<file path="src/rtl/btn_ctrl.sv">
// Push-button MMIO controller: two-flop sync, debounce and press detect per button.
// Exposes read-to-clear events, debounced levels, an irq mask and saturating press counters.
module btn_ctrl #(
    parameter int unsigned ADDR_WIDTH      = 8,
    parameter int unsigned DEBOUNCE_CYCLES = 16
) (
    input  logic                  clk,
    input  logic                  rst_n,
    input  logic                  btn1,
    input  logic                  btn2,
    input  logic                  read_enable,
    input  logic                  write_enable,
    input  logic [ADDR_WIDTH-1:0] address,
    input  logic [31:0]           data_in,
    output logic [31:0]           data_out,
    output logic                  irq
);

    localparam int unsigned CW = $clog2(DEBOUNCE_CYCLES + 1);
    localparam logic [CW-1:0] CntMax = CW'(DEBOUNCE_CYCLES - 1);

    localparam logic [ADDR_WIDTH-1:0] AddrEvent = ADDR_WIDTH'(0);
    localparam logic [ADDR_WIDTH-1:0] AddrLevel = ADDR_WIDTH'(1);
    localparam logic [ADDR_WIDTH-1:0] AddrIrqEn = ADDR_WIDTH'(2);
    localparam logic [ADDR_WIDTH-1:0] AddrCount = ADDR_WIDTH'(3);

    logic [1:0]    sync1_q, sync2_q;
    logic [1:0]    level_q, level_d;
    logic [CW-1:0] cnt_q [2];
    logic [CW-1:0] cnt_d [2];
    logic [1:0]    press;

    logic [1:0]    event_q, event_d;
    logic [1:0]    irq_en_q, irq_en_d;
    logic [15:0]   count1_q, count1_d;
    logic [15:0]   count2_q, count2_d;
    logic [31:0]   rdata, data_d;
    logic          irq_d;
    logic          sel_event, sel_irq_en, sel_count;

    always_ff @(posedge clk or negedge rst_n) begin
        if (!rst_n) begin
            sync1_q <= '0;
            sync2_q <= '0;
        end else begin
            sync1_q <= {btn2, btn1};
            sync2_q <= sync1_q;
        end
    end

    // The counter only runs while the synchronized sample disagrees with the stable level.
    always_comb begin
        for (int i = 0; i < 2; i++) begin
            level_d[i] = level_q[i];
            cnt_d[i]   = '0;
            if (sync2_q[i] != level_q[i]) begin
                if (cnt_q[i] == CntMax) begin
                    level_d[i] = sync2_q[i];
                end else begin
                    cnt_d[i] = cnt_q[i] + 1'b1;
                end
            end
        end
        press = level_d & ~level_q;
    end

    assign sel_event  = (address == AddrEvent);
    assign sel_irq_en = (address == AddrIrqEn);
    assign sel_count  = (address == AddrCount);

    always_comb begin
        rdata = '0;
        case (address)
            AddrEvent: rdata = {30'b0, event_q};
            AddrLevel: rdata = {30'b0, level_q};
            AddrIrqEn: rdata = {30'b0, irq_en_q};
            AddrCount: rdata = {count2_q, count1_q};
            default:   rdata = '0;
        endcase
    end

    always_comb begin
        // A press on the clearing edge survives the clear.
        event_d = (read_enable && sel_event) ? press : (event_q | press);

        irq_en_d = irq_en_q;
        if (write_enable && sel_irq_en) begin
            irq_en_d = data_in[1:0];
        end

        count1_d = count1_q;
        count2_d = count2_q;
        if (write_enable && sel_count) begin
            count1_d = '0;
            count2_d = '0;
        end else begin
            if (press[0] && (count1_q != 16'hFFFF)) count1_d = count1_q + 16'd1;
            if (press[1] && (count2_q != 16'hFFFF)) count2_d = count2_q + 16'd1;
        end

        data_d = read_enable ? rdata : data_out;
        irq_d  = |(event_d & irq_en_d);
    end

    always_ff @(posedge clk or negedge rst_n) begin
        if (!rst_n) begin
            level_q  <= '0;
            cnt_q[0] <= '0;
            cnt_q[1] <= '0;
            event_q  <= '0;
            irq_en_q <= '0;
            count1_q <= '0;
            count2_q <= '0;
            data_out <= '0;
            irq      <= 1'b0;
        end else begin
            level_q  <= level_d;
            cnt_q[0] <= cnt_d[0];
            cnt_q[1] <= cnt_d[1];
            event_q  <= event_d;
            irq_en_q <= irq_en_d;
            count1_q <= count1_d;
            count2_q <= count2_d;
            data_out <= data_d;
            irq      <= irq_d;
        end
    end

endmodule

</file>
<file path="config.mk">
export PLATFORM = sky130hd
export DESIGN_NAME = btn_ctrl
export DESIGN_NICKNAME = d
export VERILOG_FILES = /design/src/rtl/btn_ctrl.sv
export SDC_FILE = /design/constraint.sdc
export NUM_CORES = 1
export LEC_CHECK = 0
export CAP_MARGIN = 20
export CORE_MARGIN = 3
export CORE_UTILIZATION = 55
export CTS_CLUSTER_DIAMETER = 50
export DETAILED_ROUTE_END_ITERATION = 8
export GPL_ROUTABILITY_DRIVEN = 1
export PLACE_DENSITY = 0.84
export SLEW_MARGIN = 10
export SYNTH_ARGS = -nofsm -noshare
export SYNTH_HDL_FRONTEND = slang
export SYNTH_SLANG_ARGS = --single-unit
</file>
<file path="constraint.sdc">
create_clock -name clk -period 4.43 [get_ports clk]
set_clock_uncertainty 0.1 [all_clocks]
set_input_delay 0.443 -clock clk [delete_from_list [all_inputs] [get_ports clk]]
set_output_delay 0.443 -clock clk [all_outputs]
set_load 0.05 [all_outputs]
</file>
==> reports/qor.json <==
{
  "synth_sequential_area_ratio": {"value": 0.536},
  "hold-path-endpoint": {"value": "sync2_q[1]"},
  "grt_antenna_before_repair": {"value": 0},
  "layout_setup_ws": {"value": 1.95, "unit": "ns"},
  "worstPathRequired": {"value": 4.59, "unit": "ns"},
  "vias_in_the_first_global_route": {"value": 2883},
  "num_io_pins": {"value": 79},
  "regToRegSetupSlack": {"value": 1.95, "unit": "ns"},
  "detail_route.vias_per_cell": {"value": 5.85},
  "critPathLaunchType": {"value": "register"},
  "hold_violations": {"value": 0},
  "routedWlPerCell": {"value": 15.6, "unit": "um"},
  "power.density": {"value": 318, "unit": "nW/um^2"},
  "grt_setup_unrepaired": {"value": "no"},
  "yosys_warnings": {"value": 0},
  "clkSlewWorstSetupHoldPaths": {"value": 0.08, "unit": "ns"},
  "clock_insertion_delay_worst_skew": {"value": 0.36, "unit": "ns"},
  "detailroute.via_count": {"value": 3007},
  "power_leakage": {"value": 2.08, "unit": "nW"},
  "cts_resized": {"value": 0},
  "drc_errors": {"value": 0},
  "antenna_left": {"value": 0},
  "fin_area": {"value": 4780, "unit": "sq um"},
  "core_area": {"value": 6910, "unit": "sq um"},
  "slew_worst_pin": {"value": 1.07, "unit": "ns"},
  "area_added_between_synthesis_and_finish": {"value": 20.5, "unit": "%"},
  "dieArea": {"value": 8260, "unit": "sq um"},
  "synthFlopType": {"value": "sky130_fd_sc_hd__dfrtp_1"},
  "layout.cells.most_common": {"value": "sky130_fd_sc_hd__dfrtp_1"},
  "placed_area": {"value": 4520, "unit": "sq um"},
  "start_util": {"value": 0.574},
  "fin_tns_setup": {"value": 0, "unit": "ns"},
  "synth.ff_latch_count": {"value": 85},
  "status": {"value": "finished clean"},
  "grt_start_max_net_pins": {"value": 86},
  "min_period": {"value": 2.48, "unit": "ns"},
  "num_antenna_cells": {"value": 0},
  "final_total_pwr": {"value": 1.52, "unit": "mW"},
  "fp.dieH": {"value": 90.9, "unit": "um"},
  "gr-usage-all-layers": {"value": 0.205},
  "cts.repair_timing.setup_buffer_count": {"value": 0},
  "regToRegStartpoint": {"value": "cnt_q[0]"},
  "final-setup-viol-count": {"value": 0},
  "setup.worst_path.end_class": {"value": "register"},
  "timing.fmax": {"value": 0.403, "unit": "GHz"},
  "slew_viol_final": {"value": 0},
  "drive_above_1_share": {"value": 0.0670},
  "number_of_buffers_on_the_longest_clock_path": {"value": 2},
  "port-buffer-count": {"value": 48},
  "place_inst": {"value": 496},
  "die_w": {"value": 90.9, "unit": "um"},
  "place_hpwl": {"value": 5330, "unit": "um"},
  "timing.reg2reg.worst_path_depth": {"value": 5},
  "pre_cts_slack": {"value": 1.76, "unit": "ns"},
  "detailedRoute.firstIterationViolations": {"value": 188},
  "synth.avg_cell_area": {"value": 10.8, "unit": "sq um"},
  "most-common-layout-cells": {"value": "85 x sky130_fd_sc_hd__dfrtp_1, 47 x sky130_fd_sc_hd__clkdlybuf4s50_1, 39 x sky130_fd_sc_hd__nand2_1"},
  "post_synth_instance_area": {"value": 3970, "unit": "sq um"},
  "timing.hold.ws": {"value": 0.252, "unit": "ns"},
  "detailed_routing_iteration_count_for_the_pre_antenna_repair_pass": {"value": 4},
  "synth_cell_type_count": {"value": 44},
  "cts_inserted_buffers": {"value": 9},
  "cts_htree_levels": {"value": 3},
  "vdd_ir_drop_max": {"value": 208, "unit": "uV"},
  "cts_hold_buffers": {"value": 0},
  "overflow_left_after_global_routing": {"value": 0},
  "syn_nets": {"value": 417},
  "postSynth.asyncResetShare": {"value": 1.00},
  "globalplace.congestion": {"value": 0.800},
  "clock_tree.root_cell": {"value": "sky130_fd_sc_hd__clkbuf_8"},
  "arrival_time_worst_endpoint": {"value": 2.64, "unit": "ns"},
  "layout.area.seq": {"value": 2130, "unit": "sq um"},
  "std_cell_rows": {"value": 30},
  "maxCapViolations": {"value": 0},
  "timing.max_slew.rel_slack": {"value": 0.281},
  "grt_pass1_wl": {"value": 13800, "unit": "um"},
  "clock_sinks": {"value": 85},
  "layout_utilization": {"value": 0.692},
  "hold_path.class": {"value": "register to register"},
  "drt_wl_total": {"value": 8000, "unit": "um"},
  "critical_path.reg2reg.endpoint": {"value": "count2_q[9]"},
  "stdcell_count": {"value": 514},
  "cts_tree": {"value": "built"},
  "fillerInstances": {"value": 529},
  "synth_edf_count": {"value": 0},
  "layout.nets": {"value": 463},
  "worst_hold_path.num_cells": {"value": 0},
  "hp-start": {"value": "sync1_q[1]"},
  "critical_path.max_fanout": {"value": 8},
  "layout_worst_path_cycle_share": {"value": 0.560},
  "synth_cells": {"value": 367},
  "multi_input_comb_area": {"value": 1730, "unit": "sq um"},
  "worstSetupPathType": {"value": "register to register"}
}
worst max-delay path by stage:
stage	start	to	slack [ns]	cells past startpoint
floorplan	cnt_q[0]	count2_q[9]	2.22	6
global placement	address[5]	data_out[17]	1.88	6
detailed placement	address[5]	data_out[20]	1.76	6
CTS	cnt_q[0]	count2_q[9]	1.98	5
global route	cnt_q[0]	count2_q[9]	1.80	5
finish	cnt_q[0]	count2_q[9]	1.95	5
metal layers:
layer	global-route usage	share of wire	routed length, um
met4	0.0955	0.016	131
met3	0.0317	0.044	355
met1	0.280	0.47	3760
met2	0.324	0.47	3760
met5	0	0	0
flip-flops by register name (all words and copies together), names as in the netlist:
signal / cells
irq: 1
sync1_q: 2
count1_q: 16
event_q: 2
count2_q: 16
level_q: 2
data_out: 32
sync2_q: 2
irq_en_q: 2
cnt_q: 10
area by class of cell:
type	instances	area share
Clock buffer	10	0.0288
Clock inverter	6	0.0181
Inverter	12	0.00943
Multi-Input combinational cell	253	0.362
Sequential cell	85	0.445
Tap cell	96	0.0251
Timing Repair Buffer	52	0.111
synth_stat cells (all sizes together), types with 5 or more instances:
cell type | count | share of area
inv | 12 | 0.011
o21ai | 8 | 0.010
nor2b | 7 | 0.011
clkbuf | 15 | 0.015
mux2i | 19 | 0.048
a211oi | 9 | 0.017
and3 | 5 | 0.0079
nand2b | 17 | 0.027
nor2 | 9 | 0.0085
a21oi | 16 | 0.020
dfrtp | 85 | 0.54
nand3 | 17 | 0.021
nand2 | 39 | 0.037
nand4 | 7 | 0.011
or4 | 7 | 0.013
nor4 | 5 | 0.0079
a22o | 31 | 0.068
power by group:
group,total [mW],switching (mW),internal [mW],leakage [nW]
clock,0.608,0.276,0.332,0.112
combinational,0.0953,0.0548,0.0405,0.859
sequential,0.815,0.0216,0.794,1.11
total,1.52,0.353,1.17,2.08
cells by family after synthesis:
group,after synthesis,share of synthesized area
AOI/OAI and AO/OA,83,0.154
xor gates and xnor gates,4,0.00883
adders and majority gates,4,0.0126
buffers and inverters,29,0.0287
DFF,85,0.536
muxes,23,0.0650
and+or+nand+nor,139,0.194
worst max-delay path: stages (launching register included):
cell and delay, ns:
sky130_fd_sc_hd__dfrtp_1 0.40, sky130_fd_sc_hd__ha_1 0.26, sky130_fd_sc_hd__and4b_1 0.35, sky130_fd_sc_hd__nand4_1 0.37
sky130_fd_sc_hd__or4b_2 0.71, sky130_fd_sc_hd__and3_1 0.19
Power figures use the tool's default switching activity.
